--- src/rtl/newton_pkg.sv ---
// newton_pkg: shared types and constants for the Newton job sequencer.
//   state_t      - sequencer state encoding (frame assembler uses IDLE/COLLECT/CHECK,
//                  top FSM uses IDLE/LAUNCH/WAIT/RESP_S/RESP_D)
//   STATUS_*     - response status byte codes
//   HDR_DEFAULT  - default frame header byte
//   FRAME_LEN    - bytes per command frame (HDR, A, B, C, X0, CK)
package newton_pkg;

  typedef enum logic [2:0] {
    ST_IDLE,
    ST_COLLECT,
    ST_CHECK,
    ST_LAUNCH,
    ST_WAIT,
    ST_RESP_S,
    ST_RESP_D
  } state_t;

  localparam logic [7:0] STATUS_OK      = 8'h00;
  localparam logic [7:0] STATUS_FAIL    = 8'h01;
  localparam logic [7:0] STATUS_TIMEOUT = 8'h02;
  localparam logic [7:0] STATUS_CKSUM   = 8'h03;

  localparam logic [7:0]  HDR_DEFAULT = 8'hA5;
  localparam int unsigned FRAME_LEN   = 6;
  // Payload bytes between header and checksum: A, B, C, X0.
  localparam int unsigned DATA_BYTES  = FRAME_LEN - 2;

endpackage

--- src/rtl/newton_frame_rx.sv ---
// newton_frame_rx: assembles one command frame from the RX byte stream.
//   clk, reset         clock, synchronous active-high reset
//   enable             byte intake allowed (top FSM idle)
//   rx_data, rx_valid  UART RX byte stream
//   receiving          high in IDLE/COLLECT, i.e. a byte offered now would be consumed
//   active             high outside IDLE (frame in progress)
//   frame_ok/bad       one-cycle pulse in CHECK: checksum matched / mismatched
//   a, b, c, x0        low W bits of the payload bytes of the last frame
module newton_frame_rx
  import newton_pkg::*;
#(
  parameter int unsigned W   = 4,
  parameter logic [7:0]  HDR = HDR_DEFAULT
) (
  input  logic         clk,
  input  logic         reset,
  input  logic         enable,
  input  logic [7:0]   rx_data,
  input  logic         rx_valid,
  output logic         receiving,
  output logic         active,
  output logic         frame_ok,
  output logic         frame_bad,
  output logic [W-1:0] a,
  output logic [W-1:0] b,
  output logic [W-1:0] c,
  output logic [W-1:0] x0
);

  state_t       state_q, state_d;
  logic [2:0]   idx_q;
  logic [7:0]   csum_q;
  logic [7:0]   ck_q;
  logic [W-1:0] data_q [DATA_BYTES];
  logic         take;
  logic         last_byte;

  assign take      = enable && rx_valid;
  // idx counts payload bytes; once all are in, the next byte is the checksum.
  assign last_byte = (idx_q == 3'(DATA_BYTES));

  always_comb begin
    state_d = state_q;
    case (state_q)
      ST_IDLE:    if (take && rx_data == HDR) state_d = ST_COLLECT;
      ST_COLLECT: if (take && last_byte)      state_d = ST_CHECK;
      ST_CHECK:   state_d = ST_IDLE;
      default:    state_d = ST_IDLE;
    endcase
  end

  always_ff @(posedge clk) begin
    if (reset) begin
      state_q <= ST_IDLE;
      idx_q   <= '0;
      csum_q  <= '0;
      ck_q    <= '0;
      for (int unsigned i = 0; i < DATA_BYTES; i++) data_q[i] <= '0;
    end else begin
      state_q <= state_d;
      case (state_q)
        ST_IDLE: begin
          if (take && rx_data == HDR) begin
            idx_q  <= '0;
            csum_q <= HDR;
          end
        end
        ST_COLLECT: begin
          if (take) begin
            if (!last_byte) begin
              data_q[idx_q[1:0]] <= rx_data[W-1:0];
              csum_q             <= csum_q ^ rx_data;
              idx_q              <= idx_q + 3'd1;
            end else begin
              ck_q <= rx_data;
            end
          end
        end
        default: ;
      endcase
    end
  end

  assign receiving = (state_q != ST_CHECK);
  assign active    = (state_q != ST_IDLE);
  assign frame_ok  = (state_q == ST_CHECK) && (csum_q == ck_q);
  assign frame_bad = (state_q == ST_CHECK) && (csum_q != ck_q);

  assign a  = data_q[0];
  assign b  = data_q[1];
  assign c  = data_q[2];
  assign x0 = data_q[3];

endmodule

--- src/rtl/newton_job_sequencer.sv ---
// newton_job_sequencer: runs one Newton solver job per UART command frame and
// returns a 2-byte STATUS/RESULT response.
//   clk, reset                 clock, synchronous active-high reset
//   rx_data, rx_valid          UART RX byte stream
//   tx_data, tx_valid, tx_ready UART TX handshake (byte held until accepted)
//   slv_a/b/c/x0               signed solver operands, stable between launches
//   slv_start, slv_abort       one-cycle solver control pulses
//   slv_done, slv_failed, slv_x solver completion and result
//   busy                       high whenever a job or frame is in progress
//   drop_cnt                   saturating count of RX bytes dropped while not receiving
module newton_job_sequencer
  import newton_pkg::*;
#(
  parameter int unsigned W       = 4,
  parameter int unsigned TIMEOUT = 255,
  parameter logic [7:0]  HDR     = HDR_DEFAULT
) (
  input  logic                clk,
  input  logic                reset,
  input  logic [7:0]          rx_data,
  input  logic                rx_valid,
  output logic [7:0]          tx_data,
  output logic                tx_valid,
  input  logic                tx_ready,
  output logic signed [W-1:0] slv_a,
  output logic signed [W-1:0] slv_b,
  output logic signed [W-1:0] slv_c,
  output logic signed [W-1:0] slv_x0,
  output logic                slv_start,
  output logic                slv_abort,
  input  logic                slv_done,
  input  logic                slv_failed,
  input  logic signed [W-1:0] slv_x,
  output logic                busy,
  output logic [7:0]          drop_cnt
);

  localparam int unsigned    TW     = (TIMEOUT > 1) ? $clog2(TIMEOUT) : 1;
  localparam logic [TW-1:0]  T_LAST = TW'(TIMEOUT - 1);

  state_t        state_q, state_d;
  logic [TW-1:0] timer_q;
  logic [7:0]    status_q;
  logic [7:0]    result_q;
  logic [7:0]    drop_q;

  logic          rx_receiving;
  logic          rx_active;
  logic          frame_ok;
  logic          frame_bad;
  logic [W-1:0]  f_a, f_b, f_c, f_x0;
  logic          timed_out;
  logic          drop_event;

  // Frame intake only runs while the top FSM is idle; the assembler's own
  // IDLE/COLLECT/CHECK states sit underneath the top-level ST_IDLE.
  newton_frame_rx #(
    .W   (W),
    .HDR (HDR)
  ) u_frame_rx (
    .clk       (clk),
    .reset     (reset),
    .enable    (state_q == ST_IDLE),
    .rx_data   (rx_data),
    .rx_valid  (rx_valid),
    .receiving (rx_receiving),
    .active    (rx_active),
    .frame_ok  (frame_ok),
    .frame_bad (frame_bad),
    .a         (f_a),
    .b         (f_b),
    .c         (f_c),
    .x0        (f_x0)
  );

  assign timed_out  = (timer_q == T_LAST);
  assign drop_event = rx_valid && !((state_q == ST_IDLE) && rx_receiving);

  always_comb begin
    state_d   = state_q;
    slv_start = 1'b0;
    slv_abort = 1'b0;
    tx_valid  = 1'b0;
    tx_data   = '0;
    case (state_q)
      ST_IDLE: begin
        if (frame_ok)       state_d = ST_LAUNCH;
        else if (frame_bad) state_d = ST_RESP_S;
      end
      ST_LAUNCH: begin
        slv_start = 1'b1;
        state_d   = ST_WAIT;
      end
      ST_WAIT: begin
        // Done wins over a coincident timeout, so abort is suppressed then.
        if (slv_done) begin
          state_d = ST_RESP_S;
        end else if (timed_out) begin
          slv_abort = 1'b1;
          state_d   = ST_RESP_S;
        end
      end
      ST_RESP_S: begin
        tx_valid = 1'b1;
        tx_data  = status_q;
        if (tx_ready) state_d = ST_RESP_D;
      end
      ST_RESP_D: begin
        tx_valid = 1'b1;
        tx_data  = result_q;
        if (tx_ready) state_d = ST_IDLE;
      end
      default: state_d = ST_IDLE;
    endcase
  end

  always_ff @(posedge clk) begin
    if (reset) begin
      state_q  <= ST_IDLE;
      timer_q  <= '0;
      status_q <= '0;
      result_q <= '0;
      drop_q   <= '0;
      slv_a    <= '0;
      slv_b    <= '0;
      slv_c    <= '0;
      slv_x0   <= '0;
    end else begin
      state_q <= state_d;

      // Operands load on the CHECK->LAUNCH edge so they are already valid
      // while slv_start is high.
      if (state_q == ST_IDLE && frame_ok) begin
        slv_a  <= f_a;
        slv_b  <= f_b;
        slv_c  <= f_c;
        slv_x0 <= f_x0;
      end
      if (state_q == ST_IDLE && frame_bad) begin
        status_q <= STATUS_CKSUM;
        result_q <= '0;
      end

      if (state_q == ST_LAUNCH)    timer_q <= '0;
      else if (state_q == ST_WAIT) timer_q <= timer_q + TW'(1);

      if (state_q == ST_WAIT) begin
        if (slv_done) begin
          status_q <= slv_failed ? STATUS_FAIL : STATUS_OK;
          result_q <= slv_failed ? 8'h00 : 8'(slv_x);
        end else if (timed_out) begin
          status_q <= STATUS_TIMEOUT;
          result_q <= '0;
        end
      end

      if (drop_event && drop_q != '1) drop_q <= drop_q + 8'd1;
    end
  end

  assign busy     = (state_q != ST_IDLE) || rx_active;
  assign drop_cnt = drop_q;

endmodule

--- config.mk ---
export PLATFORM = sky130hd
export DESIGN_NAME = newton_job_sequencer
export DESIGN_NICKNAME = d
export VERILOG_FILES = /design/src/rtl/newton_pkg.sv /design/src/rtl/newton_frame_rx.sv /design/src/rtl/newton_job_sequencer.sv
export SDC_FILE = /design/constraint.sdc
export NUM_CORES = 1
export LEC_CHECK = 0
export CORE_MARGIN = 8
export CORE_UTILIZATION = 49
export DETAILED_ROUTE_END_ITERATION = 16
export DONT_BUFFER_PORTS = 1
export HOLD_SLACK_MARGIN = 0.05
export MAX_ROUTING_LAYER = met4
export PLACE_DENSITY = 0.65
export SYNTH_ARGS = -nofsm -noshare
export SYNTH_HDL_FRONTEND = slang
export SYNTH_HIERARCHICAL = 1
export SYNTH_SLANG_ARGS = --single-unit
--- constraint.sdc ---
create_clock -name clk -period 2.5 [get_ports clk]
set_input_delay 0.375 -clock clk [delete_from_list [all_inputs] [get_ports clk]]
set_output_delay 0.375 -clock clk [all_outputs]
set_load 0.01 [all_outputs]
==> results of run 1 <==
## cell type report
| type | instances | area [um2] |
|---|---|---|
| Fill cell | 714 | 3557 |
| Sequential cell | 88 | 1922 |
| Multi-Input combinational cell | 293 | 1837 |
| Tap cell | 102 | 127.6 |
| Clock buffer | 9 | 123.9 |
| Timing Repair Buffer | 10 | 75.07 |
| Clock inverter | 7 | 55.05 |
| Inverter | 8 | 30.03 |
## power breakdown
part	switching (W)	internal, W	total [W]
combinational	0.000320	0.000220	0.000541
clock	0.000524	0.000372	0.000896
sequential	0.000108	0.00151	0.00161
## path summary, 6_finish.rpt
| kind | from | to | slack (ns) | depth (start not counted) |
|---|---|---|---|---|
| worst max-delay path | state_q[0] | slv_abort | 0.17 | 3 |
| worst min-delay path | reset | state_q[1] | 0.11 | 1 |
| worst max register to register | u_frame_rx/idx_q[0] | u_frame_rx/data_q[2][1] | 0.38 | 6 |
| worst min register to register | status_q[3] | status_q[3] | 0.47 | 1 |
## routing by layer
metal	up-vias	part of all wire, %	GRT usage, %
li1	1464	-	-
met1	1343	47	18.11
met2	48	45	23.83
met3	9	6.6	5.664
met4	0	1.0	4.893
met5	-	0	-
## critical path: stages, from the launching register on
cell and delay (ns):
dfxtp_1 0.46, or3b_1 0.59, nor4_1 0.36, buf_4 0.18
## synth_stat cells (8+ instances only)
cell      number  area share, %
mux2i_1        9            2.3
and2_1        23            3.7
nand2_1       45            4.3
edfxtp_1      16             12
nor4_1         8            1.3
o21a_1        10            1.9
a22oi_1        8            1.5
dfxtp_1       72             37
clkbuf_1      12            1.2
xor2_1        12            2.7
a21oi_1       38            4.9
inv_1          8           0.77
nor2_1        27            2.6
o21ai_0       12            1.5
nand3_1        9            1.2
nor2b_1       12            1.9
## per-stage QoR
step,total power [W],cell area [um2],cells
2_1_floorplan,0.002102,3908,412
4_1_cts,0.003089,4170,517
3_3_place_gp,0.002178,3991,501
5_1_grt,0.003232,4170,517
6_report,0.003051,4170,517
3_5_place_dp,0.002195,3991,501
## kinds of logic after synthesis
| logic type | count (synthesis) | synth area share, % |
|---|---|---|
| compound gates | 94 | 15.40 |
| xor+xnor | 15 | 3.362 |
| fa+ha+maj | 5 | 1.601 |
| buf+inv | 31 | 3.810 |
| flops | 88 | 49.18 |
| mux | 9 | 2.306 |
| simple gates | 170 | 24.34 |
## state kept, by name, summed over array words and instances, names as in the netlist, 4 cells and up
signal,count
u_frame_rx/data_q,16
drop_cnt,8
result_q,8
status_q,8
timer_q,8
u_frame_rx/ck_q,8
u_frame_rx/csum_q,8
slv_a,4
slv_b,4
slv_c,4
slv_x0,4
## layout by cell type, fill, tap and decap left out, types with 8 or more instances in the layout
| cell type | Yosys | final |
|---|---|---|
| a21oi_1 | 38 | 38 |
| a22oi_1 | 8 | 8 |
| and2_1 | 23 | 23 |
| buf_4 | 0 | 10 |
| clkbuf_8 | 0 | 9 |
| dfxtp_1 | 72 | 72 |
| edfxtp_1 | 16 | 16 |
| inv_1 | 8 | 8 |
| mux2i_1 | 9 | 9 |
| nand2_1 | 45 | 45 |
| nand3_1 | 9 | 9 |
| nor2_1 | 27 | 27 |
| nor2b_1 | 12 | 12 |
| nor4_1 | 8 | 8 |
| o21a_1 | 10 | 10 |
| o21ai_0 | 12 | 12 |
| xor2_1 | 12 | 12 |
==> flow_summary.json, run 1 <==
{
  "htreeDepth": 3,
  "port_buffers": 0,
  "start_util_pct": 50.57,
  "utilization_pct": 53.97,
  "skew_ns": 0.004549,
  "clockRootBuffer": "clkbuf_8",
  "hold_buffers": 0,
  "setup_tns_ns": 0,
  "grt_pass1_wl_mm": 13.77,
  "ant_nets": 0,
  "routedWlPerCell_um": 15.46,
  "dp_hpwl_mm": 5.618,
  "post_cts_resized": 0,
  "power_density_nw_per_um2": 731.7,
  "grt_setup_unrepaired": "no",
  "hold_violations": 0,
  "cts_buffers": 9,
  "drive_gt1_share_pct": 9.880,
  "peakVddDrop_v": 0.0003186,
  "drv_cap": 0,
  "syn_nets": 435,
  "hold_path_class": "input port to register",
  "required_ns": 2.12,
  "post_cts_buffers": 0,
  "fin_crit_ns": 2.325,
  "worstMarginPinSlew_ns": 0.5291,
  "io_pins": 54,
  "setup_viol": 0,
  "dr.first_iter.drc_count": 172,
  "grt_antenna_before_repair": 0,
  "globalplace.congestion": 0.8402,
  "cp-start-kind": "register",
  "grt_pass1_vias": 2801,
  "yosysUniqueCellTypes": 54,
  "synthCells": 412,
  "grt_usage_pct": 15.37,
  "drc": 0,
  "gr-total-overflow": 0,
  "syn_area_um2": 3907,
  "clk_pin_slew_worst_paths_ns": 0.09,
  "clock_latency_ns": 0.35,
  "rows": 32,
  "post-place-ws_ns": 0.4007,
  "grt_start_max_net_pins": 63,
  "cp-end-kind": "output pin",
  "slew_viol_final": 0,
  "dieArea_um2": 11090,
  "cts_max_path_buffers": 2,
  "leakagePower_nw": 1.446,
  "yosysSeqAreaShare_pct": 49.18,
  "cts_sinks": 88,
  "syn_to_final_growth_pct": 6.724,
  "fin_crit_sh_pct": 93.01,
  "synthFlopType": "dfxtp_1",
  "final_nets": 433,
  "die_y_um": 105.3,
  "slew_headroom_pct": 64.40,
  "synthArstFlopShare_pct": 0,
  "fmax_ghz": 0.4301,
  "layout_setup_ws_ns": 0.1747,
  "synth-edff-count": 16,
  "crit_fanout": 13,
  "holdWs_ns": 0.1050,
  "status": "complete, no violations",
  "arrival_ns": 1.95,
  "routed_wl_mm": 7.995,
  "yosys_register_bits": 88,
  "fp.coreArea_um2": 7727,
  "syn_area_per_cell_um2": 9.484,
  "num_vias": 2864,
  "crit_type": "register to output pin",
  "yosysWarningCount": 6,
  "viasPerCell": 5.540,
  "cts_tree": "yes",
  "fp.dieW_um": 105.3,
  "antennaDiodeCount": 0,
  "dr.pass1.iters": 4
}
Power figures use the tool's default switching activity.
==> inputs of run 2 (changes only) <==
--- a/config.mk
+++ b/config.mk
@@ -11,7 +11,7 @@
 export DONT_BUFFER_PORTS = 1
 export HOLD_SLACK_MARGIN = 0.05
 export MAX_ROUTING_LAYER = met4
-export PLACE_DENSITY = 0.65
+export PLACE_DENSITY_LB_ADDON = 0.2
 export SYNTH_ARGS = -nofsm -noshare
 export SYNTH_HDL_FRONTEND = slang
 export SYNTH_HIERARCHICAL = 1
==> constraint.sdc (replaced) <==
create_clock -name clk -period 2 [get_ports clk]
set_input_delay 0.3 -clock clk [delete_from_list [all_inputs] [get_ports clk]]
set_output_delay 0.3 -clock clk [all_outputs]
set_load 0.01 [all_outputs]
==> run 2 against run 1 <==
  * Final cell count is 5.2% higher
  * Sequential cell count stayed put
  * Register-to-register slack worse by 0.35 ns
  * Die area stayed put
  * Count of clock-buffer cells in the layout is 2 higher
  * Clock skew is 0.0041 ns higher
  * Critical path type unchanged
==> flow_summary.json, run 2 (synthesis results as in run 1) <==
{
  "crit_type": "register to output pin",
  "p_switching_w": 0.001251,
  "hold_violations": 0,
  "ant_nets": 0,
  "largest_reg_flops": 16,
  "antennaDiodeCount": 0,
  "utilization_pct": 58.50,
  "hold_path_class": "input port to register",
  "start_util_pct": 50.57,
  "grt_antenna_before_repair": 0,
  "fp.dieW_um": 105.3,
  "skew_ns": 0.008653,
  "slew_headroom_pct": 64.38,
  "cts_max_path_buffers": 2,
  "cts_sinks": 88,
  "holdWs_ns": 0.06906,
  "finalNonFillerCells": 544,
  "die_y_um": 105.3,
  "clock_latency_ns": 0.35,
  "cts_tree": "yes",
  "final_cell_mix": "67 x dfxtp_1, 45 x nand2_1, 37 x a21oi_1, 31 x buf_4, 26 x nor2_1",
  "dieArea_um2": 11090,
  "fin_crit_sh_pct": 98.88,
  "fin_crit_ns": 1.978,
  "sw_frac_of_total_pct": 29.13,
  "routedWlPerCell_um": 16.49,
  "peakVddDrop_v": 0.0004885,
  "syn_to_final_growth_pct": 15.69,
  "clkPwrFrac_pct": 31.0,
  "viasPerCell": 5.568,
  "grt_pass1_wl_mm": 14.68,
  "comb_power_share_pct": 22.6,
  "grt_setup_unrepaired": "yes",
  "p_seq_share_pct": 46.4,
  "required_ns": 1.70,
  "placedCellCount": 518,
  "dr.pass1.iters": 4,
  "port_buffers": 0,
  "grt_pass1_vias": 2907,
  "arrival_ns": 1.68,
  "grt_usage_pct": 16.66,
  "setup_viol": 0,
  "fp.coreArea_um2": 7727,
  "leakagePower_nw": 1.621,
  "dp_hpwl_mm": 5.971,
  "setup_tns_ns": 0,
  "htreeDepth": 3,
  "io_pins": 54,
  "cp-end-kind": "output pin",
  "clk_pin_slew_worst_paths_ns": 0.09,
  "globalplace.congestion": 0.8514,
  "grt_start_max_net_pins": 46,
  "power_density_nw_per_um2": 949.9,
  "final_nets": 460,
  "status": "complete, no violations",
  "slew_viol_final": 0,
  "cp-start-kind": "register",
  "rows": 32,
  "clockRootBuffer": "clkbuf_8",
  "layout_setup_ws_ns": 0.02249,
  "drc": 0,
  "routed_wl_mm": 8.971,
  "cts_buffers": 9,
  "regMostFlops": "u_frame_rx/data_q",
  "final_common_cell": "dfxtp_1",
  "num_vias": 3029,
  "fmax_ghz": 0.5057,
  "dr.first_iter.drc_count": 115,
  "worstMarginPinSlew_ns": 0.5328,
  "gr-total-overflow": 0,
  "drive_gt1_share_pct": 17.65,
  "crit_fanout": 5,
  "drv_cap": 0,
  "post-place-ws_ns": -0.02057,
  "p_int_w": 0.003043
}
[run 2: changes by cell type in the layout (fill, tap and decap cells not counted), sizes merged]
cell,change
buf,+26
inv,-3
bufinv,+2
clkbuf,+2
clkinv,-1
dlygate4sd3,+1
[run 2: final cells by class]
cell class,instances,area (um2)
Fill cell,677,3207
Clock buffer,11,131.4
Inverter,8,30.03
Clock inverter,5,81.33
Timing Repair Buffer,37,320.3
Tap cell,102,127.6
Sequential cell,88,1933
Multi-Input combinational cell,293,1897
[run 2: power groups by stage]
| stage | Sequential (W) | Combinational [W] | Clock [W] |
|---|---|---|---|
| floorplan | 0.00199 | 0.000636 | 0 |
| global placement | 0.00202 | 0.000797 | 0 |
| detailed placement | 0.00202 | 0.000820 | 0 |
| CTS | 0.00198 | 0.000862 | 0.00136 |
| global route | 0.00201 | 0.00107 | 0.00145 |
| finish | 0.00199 | 0.000972 | 0.00133 |
[run 2: routing by layer]
metal,vias up,GRT usage [%],share of wire (%)
met3,8,5.420,6.6
met1,1443,19.06,44
met2,65,26.62,49
met5,-,-,0
li1,1513,-,-
met4,0,6.320,1.1
[run 2: repair_timing]
item / CTS / global route
endpoints found under the hold margin: 45 / 1
hold buffers: 1 / 1
setup buffers: 1 / 7
resized for setup: 3 / 18
pin swaps: 0 / 2
endpoints found under the setup margin: 9 / 38
[run 2: per-stage QoR]
stage / power (W) / cell area (um2)
after floorplan: 0.002627 / 3908
after global placement: 0.002814 / 4131
after detailed placement: 0.002842 / 4131
after CTS: 0.004202 / 4382
after global routing: 0.004525 / 4521
final: 0.004294 / 4521
[run 2: path summary, 6_finish.rpt]
| check | startpoint | to | slack (ns) | cells past startpoint |
|---|---|---|---|---|
| worst min register to register | status_q[6] | status_q[6] | 0.47 | 1 |
| worst max register to register | u_frame_rx/csum_q[3] | state_q[0] | 0.03 | 8 |
| worst max-delay path | state_q[2] | slv_abort | 0.02 | 4 |
| worst min-delay path | slv_x[2] | result_q[2] | 0.07 | 1 |
[run 2: critical path: stages, from the launching register on]
cell and delay (ns):
dfxtp_4 0.39, buf_6 0.11, or3b_4 0.41, nor4_4 0.27, buf_4 0.16
==> inputs of run 3 (changes only) <==
--- a/config.mk
+++ b/config.mk
@@ -5,6 +5,7 @@
 export SDC_FILE = /design/constraint.sdc
 export NUM_CORES = 1
 export LEC_CHECK = 0
+export CORE_ASPECT_RATIO = 1.25
 export CORE_MARGIN = 8
 export CORE_UTILIZATION = 49
 export DETAILED_ROUTE_END_ITERATION = 16
==> run 3 against run 2 <==
  * First-iteration DRC count decreased by 0.87%
  * Largest power group unchanged
  * Sequential power about the same
  * Clock power shrank 20%
  * Worst setup slack better by 0.034 ns
  * Final area decreased by 1.8%
  * Highest routed layer unchanged
  * Count of clock-buffer cells in the layout stayed put
  * Power down 8.4%
  * Combinational power fell by 11%
  * Fmax up 1.8%
  * Sequential cell count did not move
  * Die area grew 0.16%
==> flow_summary.json, run 3 (synthesis results as in run 1) <==
{
  "htreeDepth": 3,
  "slew_viol_final": 0,
  "clockRootBuffer": "clkbuf_8",
  "crit_type": "register to output pin",
  "hold_violations": 0,
  "cp-end-kind": "output pin",
  "fin_crit_sh_pct": 97.16,
  "leakagePower_nw": 1.566,
  "regMostFlops": "u_frame_rx/data_q",
  "cts_tree": "yes",
  "final_cell_mix": "70 x dfxtp_1, 45 x nand2_1, 37 x a21oi_1, 26 x nor2_1, 26 x buf_4",
  "io_pins": 54,
  "min_path_cells": 1,
  "globalplace.congestion": 0.8413,
  "ant_nets": 0,
  "fp.coreArea_um2": 7792,
  "layout_setup_ws_ns": 0.05670,
  "cts_sinks": 88,
  "cts_max_path_buffers": 2,
  "grt_pass1_wl_mm": 14.17,
  "peakVddDrop_v": 0.0005659,
  "grt_setup_unrepaired": "yes",
  "cts_buffers": 9,
  "cp-start-kind": "register",
  "slew_headroom_pct": 64.83,
  "die_y_um": 115.8,
  "setup_tns_ns": 0,
  "rr_worst_depth": 8,
  "num_vias": 3033,
  "grt_start_max_net_pins": 46,
  "status": "complete, no violations",
  "grt_pass1_vias": 2926,
  "clk_pin_slew_worst_paths_ns": 0.08,
  "fp.dieW_um": 95.87,
  "grt_antenna_before_repair": 0,
  "post-place-ws_ns": -0.03792,
  "arrival_ns": 1.64,
  "drv_cap": 0,
  "start_util_pct": 50.14,
  "grt_usage_pct": 16.72,
  "antennaDiodeCount": 0,
  "drc": 0,
  "final_common_cell": "dfxtp_1",
  "fin_crit_ns": 1.943,
  "power_density_nw_per_um2": 886.4,
  "largest_reg_flops": 16,
  "gr-total-overflow": 0,
  "clock_latency_ns": 0.37,
  "fmax_ghz": 0.5146,
  "viasPerCell": 5.712,
  "dieArea_um2": 11110,
  "final_nets": 454,
  "syn_to_final_growth_pct": 13.61,
  "port_buffers": 0,
  "utilization_pct": 56.97,
  "skew_ns": 0.01190,
  "worstMarginPinSlew_ns": 0.5260,
  "required_ns": 1.70,
  "dp_hpwl_mm": 5.901,
  "fillers": 721,
  "hold_path_class": "input port to register",
  "drive_gt1_share_pct": 16.06,
  "setup_viol": 0,
  "routed_wl_mm": 8.590,
  "routedWlPerCell_um": 16.18,
  "dr.first_iter.drc_count": 114,
  "rows": 36,
  "dr.pass1.iters": 4,
  "crit_fanout": 8
}
-- run 3: layout make-up --
type / count / area (um2) / share of cell area [%]
timing repair buffer: 31 / 266.5 / 6.003
multi-input combinational: 293 / 1932 / 43.52
sequential: 88 / 1927 / 43.40
clock buffer: 11 / 131.4 / 2.959
inverter: 8 / 30.03 / 0.6764
clock inverter: 5 / 33.78 / 0.7610
tap: 95 / 118.9 / 2.678
-- run 3: final timing paths --
check	start	to	slack, ns
hold / removal	slv_x[2]	result_q[2]	0.07
setup / recovery	state_q[0]	slv_abort	0.06
hold reg to reg	status_q[3]	status_q[3]	0.46
setup reg to reg	u_frame_rx/csum_q[4]	result_q[2]	0.10
-- run 3: where the power goes --
| part | leakage, nW | internal [W] | switching (W) |
|---|---|---|---|
| sequential | 0.747 | 0.00189 | 0.000104 |
| combinational | 0.740 | 0.000377 | 0.000489 |
| clock | 0.0793 | 0.000450 | 0.000625 |
| total | 1.57 | 0.00272 | 0.00122 |
-- run 3: layer usage --
layer	vias up	global-route usage [%]	part of all wire (%)
met5	-	-	0
met4	0	7.914	2.5
met3	15	4.537	6.3
met2	59	26.08	48
met1	1457	19.44	43
li1	1502	-	-
-- run 3: through the flow --
step | instance area [um2] | std cells | hold slack, ns | power [W]
CTS | 4384 | 531 | 0.05120 | 0.003973
finish | 4439 | 531 | 0.07254 | 0.003935
detailed placement | 4130 | 512 | 0.3861 | 0.002815
global route | 4439 | 531 | 0.05816 | 0.004166
global placement | 4130 | 512 | 0.3878 | 0.002798
floorplan | 3908 | 412 | 0.4257 | 0.002627
-- run 3: repair_timing --
item                                    in CTS  in global routing
buffers inserted                             1                  0
resized for setup                           10                  8
pin swaps                                    2                  3
gates cloned                                 0                  0
endpoints found under the setup margin      11                 18
endpoints found under the hold margin       47                  0
hold buffers                                 3                  0
-- run 3: worst max-delay path: stages (launching register included) --
cell     delay [ns]
dfxtp_4        0.35
buf_6          0.13
or3b_4         0.40
nor4_4         0.25
buf_4          0.16
